### src/rtl/n64_pkg.sv
// Shared types and constants for the N64 controller poll scheduler.
package n64_pkg;

  typedef enum logic [2:0] {IDLE, SEND, WAIT_TX, RECV, FAIL} poll_state_t;

  localparam logic [7:0] N64_CMD_POLL  = 8'h01;
  localparam int         N64_RESP_BITS = 32;

  // Bit positions inside btn_out = {A,B,Z,Start,DU,DD,DL,DR,L,R,CU,CD}
  localparam int BTN_A     = 11;
  localparam int BTN_B     = 10;
  localparam int BTN_Z     = 9;
  localparam int BTN_START = 8;
  localparam int BTN_DU    = 7;
  localparam int BTN_DD    = 6;
  localparam int BTN_DL    = 5;
  localparam int BTN_DR    = 4;
  localparam int BTN_L     = 3;
  localparam int BTN_R     = 2;
  localparam int BTN_CU    = 1;
  localparam int BTN_CD    = 0;

endpackage

### src/rtl/n64_resp_shifter.sv
// MSB-first response shift register with bit counter; full once NBITS bits are in.
module n64_resp_shifter
  import n64_pkg::*;
#(
  parameter int NBITS = N64_RESP_BITS
) (
  input  logic                     clk,
  input  logic                     Reset,
  input  logic                     clear,
  input  logic                     shift,
  input  logic                     shift_bit,
  output logic [N64_RESP_BITS-1:0] sr,
  output logic [5:0]               count,
  output logic                     full
);

  always_ff @(posedge clk) begin
    if (!Reset) begin
      sr    <= '0;
      count <= '0;
    end else if (clear) begin
      count <= '0;
    end else if (shift) begin
      sr    <= {sr[N64_RESP_BITS-2:0], shift_bit};
      count <= count + 6'd1;
    end
  end

  assign full = (count == 6'(NBITS));

endmodule

### src/rtl/n64_poll_scheduler.sv
// N64 link poll sequencer: periodic poll command, response capture, timeout/retry health.
// Optional N64_STICK_OUT_EN adds the stick_x/stick_y analog outputs.
//
// state   | meaning
// IDLE    | waiting for the poll period to expire
// SEND    | one-cycle tx_start to the encoder
// WAIT_TX | waiting for encoder tx_done (no timeout)
// RECV    | decoder enabled, collecting response bits
// FAIL    | response timed out; bump retry count
module n64_poll_scheduler
  import n64_pkg::*;
#(
  parameter int POLL_PERIOD  = 14583,
  parameter int RESP_BITS    = 32,
  parameter int RESP_TIMEOUT = 64,
  parameter int MAX_RETRY    = 3
) (
  input  logic        clk,
  input  logic        Reset,
  output logic        tx_start,
  output logic [7:0]  tx_cmd,
  input  logic        tx_done,
  output logic        rx_en,
  input  logic        rx_bit_valid,
  input  logic        rx_bit,
  output logic [11:0] btn_out,
  output logic        frame_valid,
  output logic        link_up,
  output logic        err_timeout
`ifdef N64_STICK_OUT_EN
  ,
  output logic [7:0]  stick_x,
  output logic [7:0]  stick_y
`endif
);

  localparam int PW = $clog2(POLL_PERIOD);
  localparam int TW = $clog2(RESP_TIMEOUT);
  localparam int RW = $clog2(MAX_RETRY + 1);

  localparam logic [2:0] ST_IDLE    = 3'(IDLE);
  localparam logic [2:0] ST_SEND    = 3'(SEND);
  localparam logic [2:0] ST_WAIT_TX = 3'(WAIT_TX);
  localparam logic [2:0] ST_RECV    = 3'(RECV);
  localparam logic [2:0] ST_FAIL    = 3'(FAIL);

  logic [2:0]               state;
  logic [PW-1:0]            period_cnt;
  logic [TW-1:0]            timer;
  logic [RW-1:0]            retry;
  logic [N64_RESP_BITS-1:0] sr;
  logic [5:0]               bit_count;
  logic                     full;
  logic                     period_hit;
  logic                     sh_clear;
  logic                     sh_shift;

  assign period_hit = (period_cnt == PW'(POLL_PERIOD - 1));
  assign sh_clear   = (state == ST_WAIT_TX) && tx_done;
  assign sh_shift   = (state == ST_RECV) && rx_bit_valid && !full;

  n64_resp_shifter #(
    .NBITS(RESP_BITS)
  ) u_shifter (
    .clk      (clk),
    .Reset    (Reset),
    .clear    (sh_clear),
    .shift    (sh_shift),
    .shift_bit(rx_bit),
    .sr       (sr),
    .count    (bit_count),
    .full     (full)
  );

  // The period counter free-runs in every state so the poll rate never drifts.
  always_ff @(posedge clk) begin
    if (!Reset) begin
      state       <= ST_IDLE;
      period_cnt  <= '0;
      timer       <= '0;
      retry       <= '0;
      btn_out     <= '0;
      frame_valid <= 1'b0;
      link_up     <= 1'b0;
`ifdef N64_STICK_OUT_EN
      stick_x     <= '0;
      stick_y     <= '0;
`endif
    end else begin
      frame_valid <= 1'b0;
      if (period_hit) period_cnt <= '0;
      else            period_cnt <= period_cnt + PW'(1);

      case (state)
        ST_IDLE:    if (period_hit) state <= ST_SEND;
        ST_SEND:    state <= ST_WAIT_TX;
        ST_WAIT_TX: begin
          if (tx_done) begin
            state <= ST_RECV;
            timer <= '0;
          end
        end
        ST_RECV: begin
          if (full) begin
            btn_out     <= {sr[31:24], sr[21:18]};
`ifdef N64_STICK_OUT_EN
            stick_x     <= sr[15:8];
            stick_y     <= sr[7:0];
`endif
            frame_valid <= 1'b1;
            link_up     <= 1'b1;
            retry       <= '0;
            state       <= ST_IDLE;
          end else if (rx_bit_valid) begin
            timer <= '0;
          end else if (timer == TW'(RESP_TIMEOUT - 1)) begin
            state <= ST_FAIL;
          end else begin
            timer <= timer + TW'(1);
          end
        end
        ST_FAIL: begin
          state <= ST_IDLE;
          if (retry >= RW'(MAX_RETRY - 1)) begin
            retry   <= RW'(MAX_RETRY);
            link_up <= 1'b0;
            btn_out <= '0;
`ifdef N64_STICK_OUT_EN
            stick_x <= '0;
            stick_y <= '0;
`endif
          end else begin
            retry <= retry + RW'(1);
          end
        end
        default: state <= ST_IDLE;
      endcase
    end
  end

  assign tx_start    = (state == ST_SEND);
  assign rx_en       = (state == ST_RECV);
  assign err_timeout = (state == ST_FAIL);
  assign tx_cmd      = N64_CMD_POLL;

  // Response bits that carry no output in this build.
  logic unused_bits;
`ifdef N64_STICK_OUT_EN
  assign unused_bits = ^{sr[23:22], sr[17:16], bit_count};
`else
  assign unused_bits = ^{sr[23:22], sr[17:0], bit_count};
`endif

endmodule

### config.mk
export PLATFORM = sky130hd
export DESIGN_NAME = n64_poll_scheduler
export DESIGN_NICKNAME = d
export VERILOG_FILES = /design/src/rtl/n64_pkg.sv /design/src/rtl/n64_resp_shifter.sv /design/src/rtl/n64_poll_scheduler.sv
export SDC_FILE = /design/constraint.sdc
export NUM_CORES = 1
export LEC_CHECK = 0
export ABC_AREA = 1
export BUFFER_PORTS_ARGS = -buffer_cell sky130_fd_sc_hd__buf_2
export CAP_MARGIN = 20
export CORE_MARGIN = 3
export CORE_UTILIZATION = 30
export CTS_CLUSTER_DIAMETER = 150
export DETAILED_ROUTE_END_ITERATION = 8
export PLACE_DENSITY = 0.58
export SLEW_MARGIN = 20
export SYNTH_ARGS = -nofsm -noshare
export SYNTH_HDL_FRONTEND = slang
export SYNTH_SLANG_ARGS = --single-unit
### constraint.sdc
create_clock -name clk -period 1.5 [get_ports clk]
set_clock_uncertainty 0.1 [all_clocks]
set_input_delay 0.075 -clock clk [delete_from_list [all_inputs] [get_ports clk]]
set_output_delay 0.075 -clock clk [all_outputs]
set_load 0.02 [all_outputs]
# Yosys cells after proc, flatten, opt, wreduce, memory -nomap -nowiden
# Cells that the tools add are included.
[op_classes]
n_reduce_logical = 15
eq_ne = 15
mux = 21
magnitude_cmp = 1
bitwise = 2
addsub = 4
[op_table]
columns = ["op", "count"]
rows = [
  ["$mux 12", 2],
  ["$mux 6", 4],
  ["$pmux 12 s2", 1],
  ["$mux 3", 5],
  ["$add 14x1->14 const B", 1],
  ["$eq 14x14->1 const B", 1],
  ["$add 6x1->6 const B", 2],
  ["$eq 6x6->1 const B", 2],
  ["$pmux 3 s4", 1],
  ["$pmux 6 s2", 1],
  ["$reduce_and 4->1", 2],
  ["$eq 3x2->1 const B", 2],
  ["$ne 2x2->1 const B", 3],
  ["$reduce_and 2->1", 3],
  ["$mux 2", 2],
  ["$ne 2x1->1 const B", 2],
  ["$pmux 2 s2", 1],
  ["$reduce_bool 2->1", 2],
  ["$reduce_or 2->1", 2],
  ["$eq 3x1->1 const B", 1],
  ["$eq 3x3->1 const B", 1],
  ["$logic_and 1x1->1", 3],
  ["$logic_not 3->1", 1],
  ["$mux 1", 3],
  ["other kinds (9)", 10],
]
[totals]
out_inout_bits = 25
reg_bits = 77
input_bits = 5
wordCells = 67

# Logic depth before layout (Yosys ltp)
# Gate-level depths: netlist of the first run.
[depth]
word_depth = 5
ltp_mapped = 12
ltp_nobuf = 12

# By module
# From an unflattened synthesis of the first run, not the netlist that was laid out.
[unflattened]
cells_unflattened = 432
area_unflattened_um2 = 3194.3
[modules_own_cells]
columns = ["mod", "area_each_um2", "instances", "seq_area_each_um2", "cells_each"]
rows = [
  ["n64_poll_scheduler", 1789.2, 1, 780.7, 252],
  ["n64_resp_shifter", 1405.1, 1, 760.7, 180],
]

# Worst setup path after synthesis of the first run
# Ideal clock, no wire load.
[synth_timing]
path_type = "register to register"
start = "register state[1]"
end = "register btn_out[0]"
setup_ns = 0.121
arrival_ns = 1.312
path_slack_ns = -0.033
period_less_slack_ns = 1.533
stages_incl_launch_ff = 8
path_buffers = 1
required_ns = 1.279
cell_sequence = "dfxtp_1 inv_1 nand2_1 nor2_1 inv_1 o21ai_2 buf_4 o21ai_0"
[synth_between]
elab_chain_cells = 3
elab_cells_between_ends = 7
cone_classes = "eq/ne: 4; mux: 1; reduce/logical: 2"
[synth_rtl]
columns = ["item", "line", "text"]
rows = [
  ["from (decl)", "n64_poll_scheduler.sv:47", "logic [2:0] state;"],
  ["from (signal assigned)", "n64_poll_scheduler.sv:78", "state <= ST_IDLE;"],
  ["from (signal assigned)", "n64_poll_scheduler.sv:95", "ST_IDLE: if (period_hit) state <= ST_SEND;"],
  ["from (signal assigned)", "n64_poll_scheduler.sv:96", "ST_SEND: state <= ST_WAIT_TX;"],
  ["$eq 3x3->1 *", "--", ""],
  ["named net err_timeout", "n64_poll_scheduler.sv:29", "output logic err_timeout"],
  ["$ne 2x1->1 (no source line) / $reduce_bool 2->1 (equally long branches)", "--", ""],
  ["$reduce_and 3->1 (no source line)", "--", ""],
  ["to (signal assigned)", "n64_poll_scheduler.sv:105", "btn_out <= {sr[31:24], sr[21:18]};"],
  ["to (decl)", "n64_poll_scheduler.sv:26", "output logic [11:0] btn_out,"],
]
# Mark *: on every way through the listed nets, which the timed path passes. The rest lies on a longest branch.
# A chain may end at the register's enable or synchronous reset.

# Final worst setup path of the first run
[layout_timing]
start = "register state[0]"
end = "register u_shifter.sr[2]"
[layout_between]
elab_chain_cells = 4
elab_cells_between_ends = 7
cone_classes = "eq/ne: 2; bitwise: 1; reduce/logical: 4"
[layout_rtl]
columns = ["item", "line", "text"]
rows = [
  ["$eq 3x2->1 (on tied branches)", "n64_poll_scheduler.sv:60, n64_poll_scheduler.sv:59", ""],
  ["$logic_and 1x1->1 (on tied branches)", "n64_poll_scheduler.sv:60, n64_poll_scheduler.sv:59", ""],
  ["$logic_and 1x1->1 / $not 1->1 (equally long branches)", "--", ""],
  ["$reduce_and 2->1 (no source line) *", "--", ""],
  ["to (signal assigned)", "n64_resp_shifter.sv:24", "sr <= {sr[N64_RESP_BITS-2:0], shift_bit};"],
  ["to (decl)", "n64_resp_shifter.sv:12", "output logic [N64_RESP_BITS-1:0] sr,"],
]
# Every way passes the cells marked *; elsewhere a longest branch is shown, timed or not.

==> results of run 1 <==
cell families after synthesis:
logic type	synth area share, %
AOI/OAI and AO/OA	12.8
DFF	47.8
adders and majority gates	1.94
buffers and inverters	10.0
and+or+nand+nor	25.3
other	0.233
xor gates and xnor gates	1.90
area by class of cell:
| class | count | area [um^2] | area share (%) |
|---|---|---|---|
| clock inverter | 4 | 48.8 | 1.19 |
| inverter | 44 | 173 | 4.22 |
| tap | 136 | 170 | 4.16 |
| timing repair inverter | 1 | 7.51 | 0.183 |
| timing repair buffer | 55 | 405 | 9.90 |
| multi-input combinational | 293 | 1600 | 39.0 |
| sequential | 77 | 1550 | 37.9 |
| clock buffer | 11 | 141 | 3.45 |
worst paths after layout:
path,startpoint,endpoint,cells after the start
hold / removal,tx_done,state[2],5
setup / recovery,state[0],u_shifter.sr[2],6
hold reg to reg,period_cnt[0],period_cnt[0],1
setup reg to reg,state[0],u_shifter.sr[2],6
per-layer routing:
metal	track usage (%)	wire length, um	vias up
met2	19.4	3240	41
met4	4.27	105	0
li1	-	-	1450
met3	3.82	254	12
met5	0	0	-
met1	14.3	3250	1271
critical path, delay by kind of cell (launching register included):
kind            cells  cell delay (ns)
simple gates        4             0.52
buf+inv             1             0.18
flops               1             0.42
compound gates      1             0.18
what timing repair did:
action	CTS	global route
gates cloned	0	2
setup endpoints to repair	45	70
buffers inserted	2	2
pin swaps	5	14
resized for setup	14	60
hold endpoints to repair	3	0
hold buffers	2	0
power by group:
group / switching, uW / internal (uW) / total (uW)
Clock: 739 / 803 / 1540
Sequential: 102 / 2170 / 2270
Combinational: 502 / 333 / 835
Total: 1340 / 3300 / 4650
per-stage QoR:
stage	instance area, um^2	total power (uW)	TNS, ns	util (%)	cells
4_1_cts	3880	4580	-0.00300	37.3	617
3_3_place_gp	3610	2970	-0.0267	34.6	598
5_1_grt	4100	4900	-2.23	39.3	621
3_5_place_dp	3610	2990	-1.34	34.6	598
6_report	4100	4650	0	39.3	621
2_1_floorplan	3250	2810	0	-	436
registers in the layout, indices dropped and copies added, names as in the netlist:
register / count
u_shifter.count: 6
period_cnt: 14
timer: 6
state: 3
u_shifter.sr: 32
retry: 2
btn_out: 12
frame_valid: 1
link_up: 1
cell usage after synthesis (all sizes together), types with 2 or more instances:
cell type	number	area share, %
dfxtp	77	48
o21ai	55	8.6
nor3	4	0.62
nand2	68	8.4
nor2	97	12
ha	5	1.9
or2	4	0.78
nand3	16	3.0
clkbuf	7	0.89
a21oi	19	2.9
xnor2	3	0.81
inv	41	4.8
conb	2	0.23
o22ai	3	0.58
clkinv	3	0.46
a211oi	2	0.46
xor2	4	1.1
nand4	2	0.39
buf	16	3.9
==> impl_metrics.py, run 1 <==
metrics = {
    "outcome": {
        "status": "completed",
    },
    "clock_tree": {
        "cts_sinks": 77,
        "cts_inserted_buffers": 9,
        "cts_htree_levels": 3,
        "clk_pin_slew_worst_paths_ns": 0.08,
        "cts_tree": "built",
        "clock_latency_ns": 0.34,
        "cts_buffer_depth": 2,
        "root_buffer": "clkbuf_8",
    },
    "detailed_routing": {
        "viasPerCell": 4.47,
        "wl_per_cell_um": 11.0,
        "dr.pass1.iters": 6,
        "drcViolationCount": 0,
        "drtIter0Drc": 113,
        "drt_wl_total_um": 6860,
        "ant_nets": 0,
        "vias": 2774,
    },
    "cells_and_area": {
        "nets": 491,
        "area_growth_pct": 26.9,
        "fillers": 1074,
        "final_common_cell": "nor2_1",
        "num_antenna_cells": 0,
        "layout_common_cells": "nor2_1, dfxtp_1, nand2_1, o21ai_0, inv_1",
        "drive_above_1_share_pct": 27.0,
    },
    "global_routing": {
        "grt_overflow": 0,
        "grt_pass1_wl_um": 11300,
        "grt_usage_pct": 11.8,
        "grt_max_degree": 46,
        "grt_pass1_vias": 2621,
        "antenna_found_initial": 0,
    },
    "power_and_ir_drop": {
        "p_leak_uw": 0.00165,
        "ir_worst_vdd_mv": 0.620,
        "p_per_area_nw_per_um2": 1130,
    },
    "floorplanning": {
        "rows": 37,
        "start_util_pct": 31.0,
        "ios": 30,
        "die_w_um": 110,
        "die-height_um": 110,
        "dieArea_um2": 12000,
        "fp.coreArea_um2": 10400,
    },
    "timing": {
        "hold_viol_final": 0,
        "grt_setup_unrepaired": "yes",
        "fin_crit_ns": 1.50,
        "fin_ws_ns": 0.00402,
        "min_period_over_period_pct": 99.7,
        "slew_viol_final": 0,
        "timing.hold.ws_ns": 0.106,
        "setup_violations": 0,
        "max_clock_freq_mhz": 668,
    },
    "critical_path": {
        "cp_slowest_cell": "dfxtp_1",
        "worstPathCellList": "nand3_4 -> nor2_4 -> nand2_8 -> buf_4 -> o21ai_0 -> nor2_1",
        "worstPathArrival_ns": 1.63,
        "critPathLaunchType": "flip-flop",
        "crit_required_ns": 1.64,
        "end_kind": "flip-flop",
        "r2r_setup_slack_ns": 0.004,
        "slowest_delay_ns": 0.42,
        "critPathKind": "flip-flop to flip-flop",
        "crit_fanout": 11,
    },
    "min_path": {
        "hp-class": "input port to flip-flop",
    },
    "logic_synthesis": {
        "syn_area_um2": 3230,
        "ys_ff_latch": 77,
        "synth_cells": 430,
        "ys_async_sr_fraction_pct": 0,
        "syn_area_per_cell_um2": 7.51,
        "ys_warn_count": 0,
        "synth_edf_count": 0,
        "yosysSeqAreaShare_pct": 47.8,
        "ys_types": 32,
        "synth_top_flop_cell": "dfxtp_1",
    },
    "placement": {
        "place_hpwl_um": 4570,
        "place.gp.congestion": 0.777,
        "place_ws_ns": -0.0880,
        "numPortBuffers": 21,
    },
    "job": {
        "cap_violations": 0,
    },
}
(Power assumes the default switching activity.)
==> run 2, diff against run 1 <==
--- a/config.mk
+++ b/config.mk
@@ -6,13 +6,14 @@
 export NUM_CORES = 1
 export LEC_CHECK = 0
 export ABC_AREA = 1
-export BUFFER_PORTS_ARGS = -buffer_cell sky130_fd_sc_hd__buf_2
+export BUFFER_PORTS_ARGS = -buffer_cell sky130_fd_sc_hd__buf_4
 export CAP_MARGIN = 20
 export CORE_MARGIN = 3
-export CORE_UTILIZATION = 30
+export CORE_UTILIZATION = 53
 export CTS_CLUSTER_DIAMETER = 150
 export DETAILED_ROUTE_END_ITERATION = 8
-export PLACE_DENSITY = 0.58
+export PLACE_DENSITY = 0.85
+export REMOVE_ABC_BUFFERS = 1
 export SLEW_MARGIN = 20
 export SYNTH_ARGS = -nofsm -noshare
 export SYNTH_HDL_FRONTEND = slang
==> run 2 against run 1 <==
Effect of this change: the run now ends with setup timing left; global-route usage up 7.0 points; hold slack worse by 0.062 ns; power decreased by 0.63%; setup slack got worse by 0.097 ns; maximum frequency is 6.1% lower; non-clock buffer count shrank 3; combinational power rose by 0.6%; register-to-register slack worse by 0.097 ns; clock-buffer cell count shrank 2; critical path type unchanged; largest cell class unchanged.
==> impl_metrics.py, run 2 (synthesis gave the netlist of run 1 again) <==
metrics = {
    "floorplanning": {
        "fp.coreArea_um2": 5710,
        "ios": 30,
        "die_w_um": 84.0,
        "die-height_um": 84.0,
        "dieArea_um2": 7060,
        "start_util_pct": 56.5,
        "rows": 27,
    },
    "detailed_routing": {
        "drtIter0Drc": 109,
        "drt_wl_total_um": 6930,
        "wl_per_cell_um": 12.5,
        "vias": 2841,
        "dr.pass1.iters": 4,
        "drcViolationCount": 0,
        "viasPerCell": 5.13,
        "ant_nets": 0,
    },
    "placement": {
        "place.gp.congestion": 0.854,
        "numPortBuffers": 21,
        "place_ws_ns": -0.106,
        "place_hpwl_um": 4350,
    },
    "outcome": {
        "status": "finished with violations",
        "violations": "setup timing",
    },
    "timing": {
        "max_clock_freq_mhz": 628,
        "fin_ws_ns": -0.0928,
        "hold_viol_final": 0,
        "fin_crit_ns": 1.59,
        "timing.hold.ws_ns": 0.0435,
        "setup_violations": 14,
        "fin_setup_tns_ns": -0.371,
        "grt_setup_unrepaired": "yes",
        "slew_viol_final": 0,
        "min_period_over_period_pct": 106,
    },
    "power_and_ir_drop": {
        "p_per_area_nw_per_um2": 1160,
        "ir_worst_vdd_mv": 0.948,
        "p_leak_uw": 0.00161,
    },
    "critical_path": {
        "crit_required_ns": 1.65,
        "crit_buf_inv": 1,
        "worstPathArrival_ns": 1.74,
        "critPathLaunchType": "flip-flop",
        "cp_slowest_cell": "dfxtp_1",
        "crit_fanout": 14,
        "end_kind": "flip-flop",
        "slowest_delay_ns": 0.44,
        "worstPathCellList": "nand3_4 -> nor2_4 -> nand2_8 -> buf_4 -> o21ai_0 -> nor2_1",
        "crit_family": "simple AND/OR/NAND/NOR gates",
        "critPathKind": "flip-flop to flip-flop",
    },
    "cells_and_area": {
        "largest_reg_flops": 32,
        "final_core_util_pct": 69.8,
        "area_growth_pct": 23.4,
        "regMostFlops": "u_shifter.sr",
        "num_antenna_cells": 0,
        "nets": 487,
        "drive_above_1_share_pct": 24.9,
        "top_regs": "u_shifter.sr: 32 flops, period_cnt: 14 flops, btn_out: 12 flops",
        "final_common_cell": "nor2_1",
        "layout_common_cells": "nor2_1, dfxtp_1, nand2_1, o21ai_0, buf_4",
    },
    "clock_tree": {
        "cts_inserted_buffers": 9,
        "cts_sinks": 77,
        "root_buffer": "clkbuf_8",
        "clk_pin_slew_worst_paths_ns": 0.09,
        "clock_latency_ns": 0.37,
        "cts_buffer_depth": 2,
        "cts_tree": "built",
        "cts_htree_levels": 3,
    },
    "global_routing": {
        "grt_overflow": 0,
        "grt_pass1_vias": 2553,
        "grt_max_degree": 44,
        "grt_usage_pct": 18.8,
        "antenna_found_initial": 0,
        "grt_pass1_wl_um": 10900,
    },
    "job": {
        "cap_violations": 0,
    },
    "min_path": {
        "hp-class": "input port to flip-flop",
    },
}
==> run 2: cell types whose count changed in the layout (fill, tap and decap cells not counted), moves of 3 or more <==
| cell | before | now |
|---|---|---|
| o22ai_2 | 3 | 0 |
| inv_1 | 32 | 35 |
| buf_2 | 21 | 0 |
| inv_8 | 0 | 3 |
| o21ai_1 | 11 | 4 |
| o22ai_1 | 0 | 3 |
| buf_4 | 27 | 47 |
| o21ai_0 | 42 | 48 |
==> run 2: path summary, 6_finish.rpt <==
path                  from                to  slack [ns]  depth (start not counted)
setup / recovery  state[0]  u_shifter.sr[29]       -0.09                          6
hold / removal       Reset  u_shifter.sr[11]        0.04                          3
setup reg to reg  state[0]  u_shifter.sr[29]       -0.09                          6
hold reg to reg   retry[0]          retry[0]        0.36                          2
==> run 2: final cells by class <==
cell class	count	area, um^2
clock buffers	9	124
fillers	428	1730
flip-flops and latches	77	1550
repair buffers	52	430
inverters	44	174
clock inverters	7	65.1
multi-input cells	293	1550
well taps	72	90.1
==> run 2: routing by layer <==
metal  routed length (um)  up-vias  global-route usage, %  share of wire (%)
met2                 3590       56                   33.2                 52
li1                     -     1447                      -                  -
met1                 2830     1317                   21.1                 41
met4                  176        0                   5.70                2.5
met5                    0        -                      0                  0
met3                  327       21                   6.42                4.7
==> run 2: stage by stage <==
stage,total power (uW),instances,cell area (um^2)
final,4620,554,3980
after global routing,4850,554,3980
after CTS,4500,547,3780
after detailed placement,2990,529,3530
after global placement,2950,529,3530
after floorplan,2750,413,3100
==> run 2: worst reg2reg max path, delay by kind of cell (launching register included) <==
family | cells | cell delay [ns]
buf+inv | 1 | 0.18
compound gates | 1 | 0.23
flops | 1 | 0.44
simple gates | 4 | 0.52
==> run 2: what timing repair did <==
item	in CTS	in global routing
cloned	0	3
setup buffers	1	4
hold buffers	1	0
pin swaps	3	10
endpoints found under the hold margin	1	0
resized for setup	16	40
endpoints found under the setup margin	52	73
==> run 2: power by group <==
part	internal, uW	switching [uW]
sequential	2170	110
clock	646	857
combinational	331	509
==> run 3, diff against run 2 <==
--- a/config.mk
+++ b/config.mk
@@ -11,7 +11,9 @@
 export CORE_MARGIN = 3
 export CORE_UTILIZATION = 53
 export CTS_CLUSTER_DIAMETER = 150
+export CTS_CLUSTER_SIZE = 40
 export DETAILED_ROUTE_END_ITERATION = 8
+export MAX_ROUTING_LAYER = met4
 export PLACE_DENSITY = 0.85
 export REMOVE_ABC_BUFFERS = 1
 export SLEW_MARGIN = 20
==> run 3 against run 2 <==
Effect of this change: the run still ends with setup timing left; hold slack gained 0.0084 ns; sequential power hardly changed; core utilization is essentially flat; sequential share of layout area is essentially flat; critical path depth up 2; largest cell class unchanged; cell count did not move; clock-buffer cell count unchanged.
==> impl_metrics.py, run 3 (synthesis gave the netlist of run 1 again) <==
metrics = {
    "timing": {
        "setup_violations": 11,
        "fin_ws_ns": -0.0892,
        "max_clock_freq_mhz": 629,
        "fin_setup_tns_ns": -0.305,
        "slew_viol_final": 0,
        "fin_crit_ns": 1.59,
        "hold_viol_final": 0,
        "grt_setup_unrepaired": "yes",
        "min_period_over_period_pct": 106,
    },
    "cells_and_area": {
        "regMostFlops": "u_shifter.sr",
        "fillers": 422,
        "final_area_um2": 3980,
        "instances_no_fill": 554,
        "layout_common_cells": "nor2_1, dfxtp_1, nand2_1, o21ai_0, buf_4",
        "seq_area_um2": 1550,
        "nets": 487,
        "top_regs": "u_shifter.sr: 32 flops, period_cnt: 14 flops, btn_out: 12 flops",
        "multiInputGateArea_um2": 1550,
        "largest_reg_flops": 32,
        "num_antenna_cells": 0,
        "drive_above_1_share_pct": 24.7,
        "final_common_cell": "nor2_1",
        "area_growth_pct": 23.3,
    },
    "floorplanning": {
        "fp.coreArea_um2": 5710,
        "ios": 30,
        "die_w_um": 84.0,
        "start_util_pct": 56.5,
        "dieArea_um2": 7060,
        "die-height_um": 84.0,
        "rows": 27,
    },
    "clock_tree": {
        "cts_tree": "built",
        "root_buffer": "clkbuf_8",
        "cts_htree_levels": 3,
        "cts_inserted_buffers": 9,
        "clk_pin_slew_worst_paths_ns": 0.08,
        "clock_latency_ns": 0.36,
        "cts_buffer_depth": 2,
        "cts_sinks": 77,
    },
    "placement": {
        "place.gp.congestion": 0.868,
        "numPortBuffers": 21,
        "postPlaceCellArea_um2": 3530,
        "place_hpwl_um": 4350,
        "place_ws_ns": -0.106,
        "placed_cells": 529,
    },
    "power_and_ir_drop": {
        "p_total_uw": 4610,
        "p_per_area_nw_per_um2": 1160,
        "ir_worst_vdd_mv": 0.941,
        "p_leak_uw": 0.00161,
    },
    "outcome": {
        "violations": "setup timing",
        "status": "finished with violations",
    },
    "detailed_routing": {
        "vias": 2824,
        "dr.pass1.iters": 4,
        "drcViolationCount": 0,
        "drt_wl_total_um": 6940,
        "viasPerCell": 5.10,
        "drtIter0Drc": 136,
        "wl_per_cell_um": 12.5,
        "ant_nets": 0,
    },
    "critical_path": {
        "critPathLaunchType": "flip-flop",
        "crit_fanout": 5,
        "worstPathArrival_ns": 1.78,
        "r2r-start": "u_shifter.count[1]",
        "cp_slowest_cell": "dfxtp_1",
        "reg2regPathDepth": 8,
        "end_kind": "flip-flop",
        "timing.rr.end": "state[0]",
        "crit_buf_inv": 1,
        "startpoint": "u_shifter.count[1]",
        "crit_required_ns": 1.69,
        "critPathKind": "flip-flop to flip-flop",
        "slowest_delay_ns": 0.32,
        "crit_family": "simple AND/OR/NAND/NOR gates",
        "worstPathCellList": "inv_1 -> ha_2 -> nand3_4 -> a21oi_1 -> nand3_4 -> nand2_2 -> nand2_2 -> nor2_2",
        "r2r_setup_slack_ns": -0.09,
    },
    "global_routing": {
        "grt_overflow": 0,
        "antenna_found_initial": 0,
        "grt_usage_pct": 19.3,
        "grt_pass1_vias": 2558,
        "grt_max_degree": 44,
        "grt_pass1_wl_um": 10900,
    },
    "min_path": {
        "worstHoldEndpoint": "u_shifter.sr[11]",
        "holdPathStages": 3,
        "hold_start": "Reset",
        "hp-class": "input port to flip-flop",
    },
    "job": {
        "cap_violations": 0,
    },
}
## run 3: cell count changes in the layout (fill, tap and decap cells not counted)
cell / previous run / this run
nor2_2: 7 / 6
nor2_1: 85 / 86
## run 3: area by class of cell
| class | count | share of cell area (%) |
|---|---|---|
| multi-input combinational | 293 | 38.9 |
| clock buffer | 9 | 3.11 |
| clock inverter | 7 | 1.63 |
| tap | 72 | 2.26 |
| inverter | 44 | 4.37 |
| timing repair buffer | 52 | 10.8 |
| sequential | 77 | 38.9 |
## run 3: how the worst max path moves through the flow
stage,to,slack (ns),cells past startpoint
floorplan,u_shifter.sr[28],-0.24,7
global placement,link_up,0.02,7
detailed placement,btn_out[1],-0.11,7
CTS,state[0],0.007,9
global route,u_shifter.sr[29],-0.19,6
finish,state[0],-0.09,8
## run 3: where the power goes
part / internal [uW] / switching [uW] / total, uW
logic: 330 / 510 / 840
clock network: 646 / 852 / 1500
registers: 2170 / 108 / 2270
## run 3: through the flow
step                util (%)  hold slack, ns
floorplan                  -          0.0954
finish                  69.7          0.0519
global placement        61.8           0.230
global route            69.7          0.0533
detailed placement      61.8           0.233
CTS                     66.3          0.0220
## run 3: tightest hold or removal path, cell delays in order
cell	delay, ns
buf_4	0.23
o21ai_0	0.12
nor2_1	0.04
## run 3: layer usage
layer / global-route usage, % / share of wire (%) / vias to the layer above
met3: 6.42 / 4.5 / 15
met4: 5.70 / 2.2 / 0
met1: 21.2 / 41 / 1306
li1: - / - / 1446
met2: 33.1 / 52 / 57
met5: - / 0 / -
## run 3: what timing repair did
action,4_1_cts,5_1_grt
hold buffers,1,0
endpoints found under the hold margin,1,0
gates cloned,0,3
pin swaps,3,10
gates resized for setup,16,39
setup endpoints to repair,52,73
setup buffers,1,4
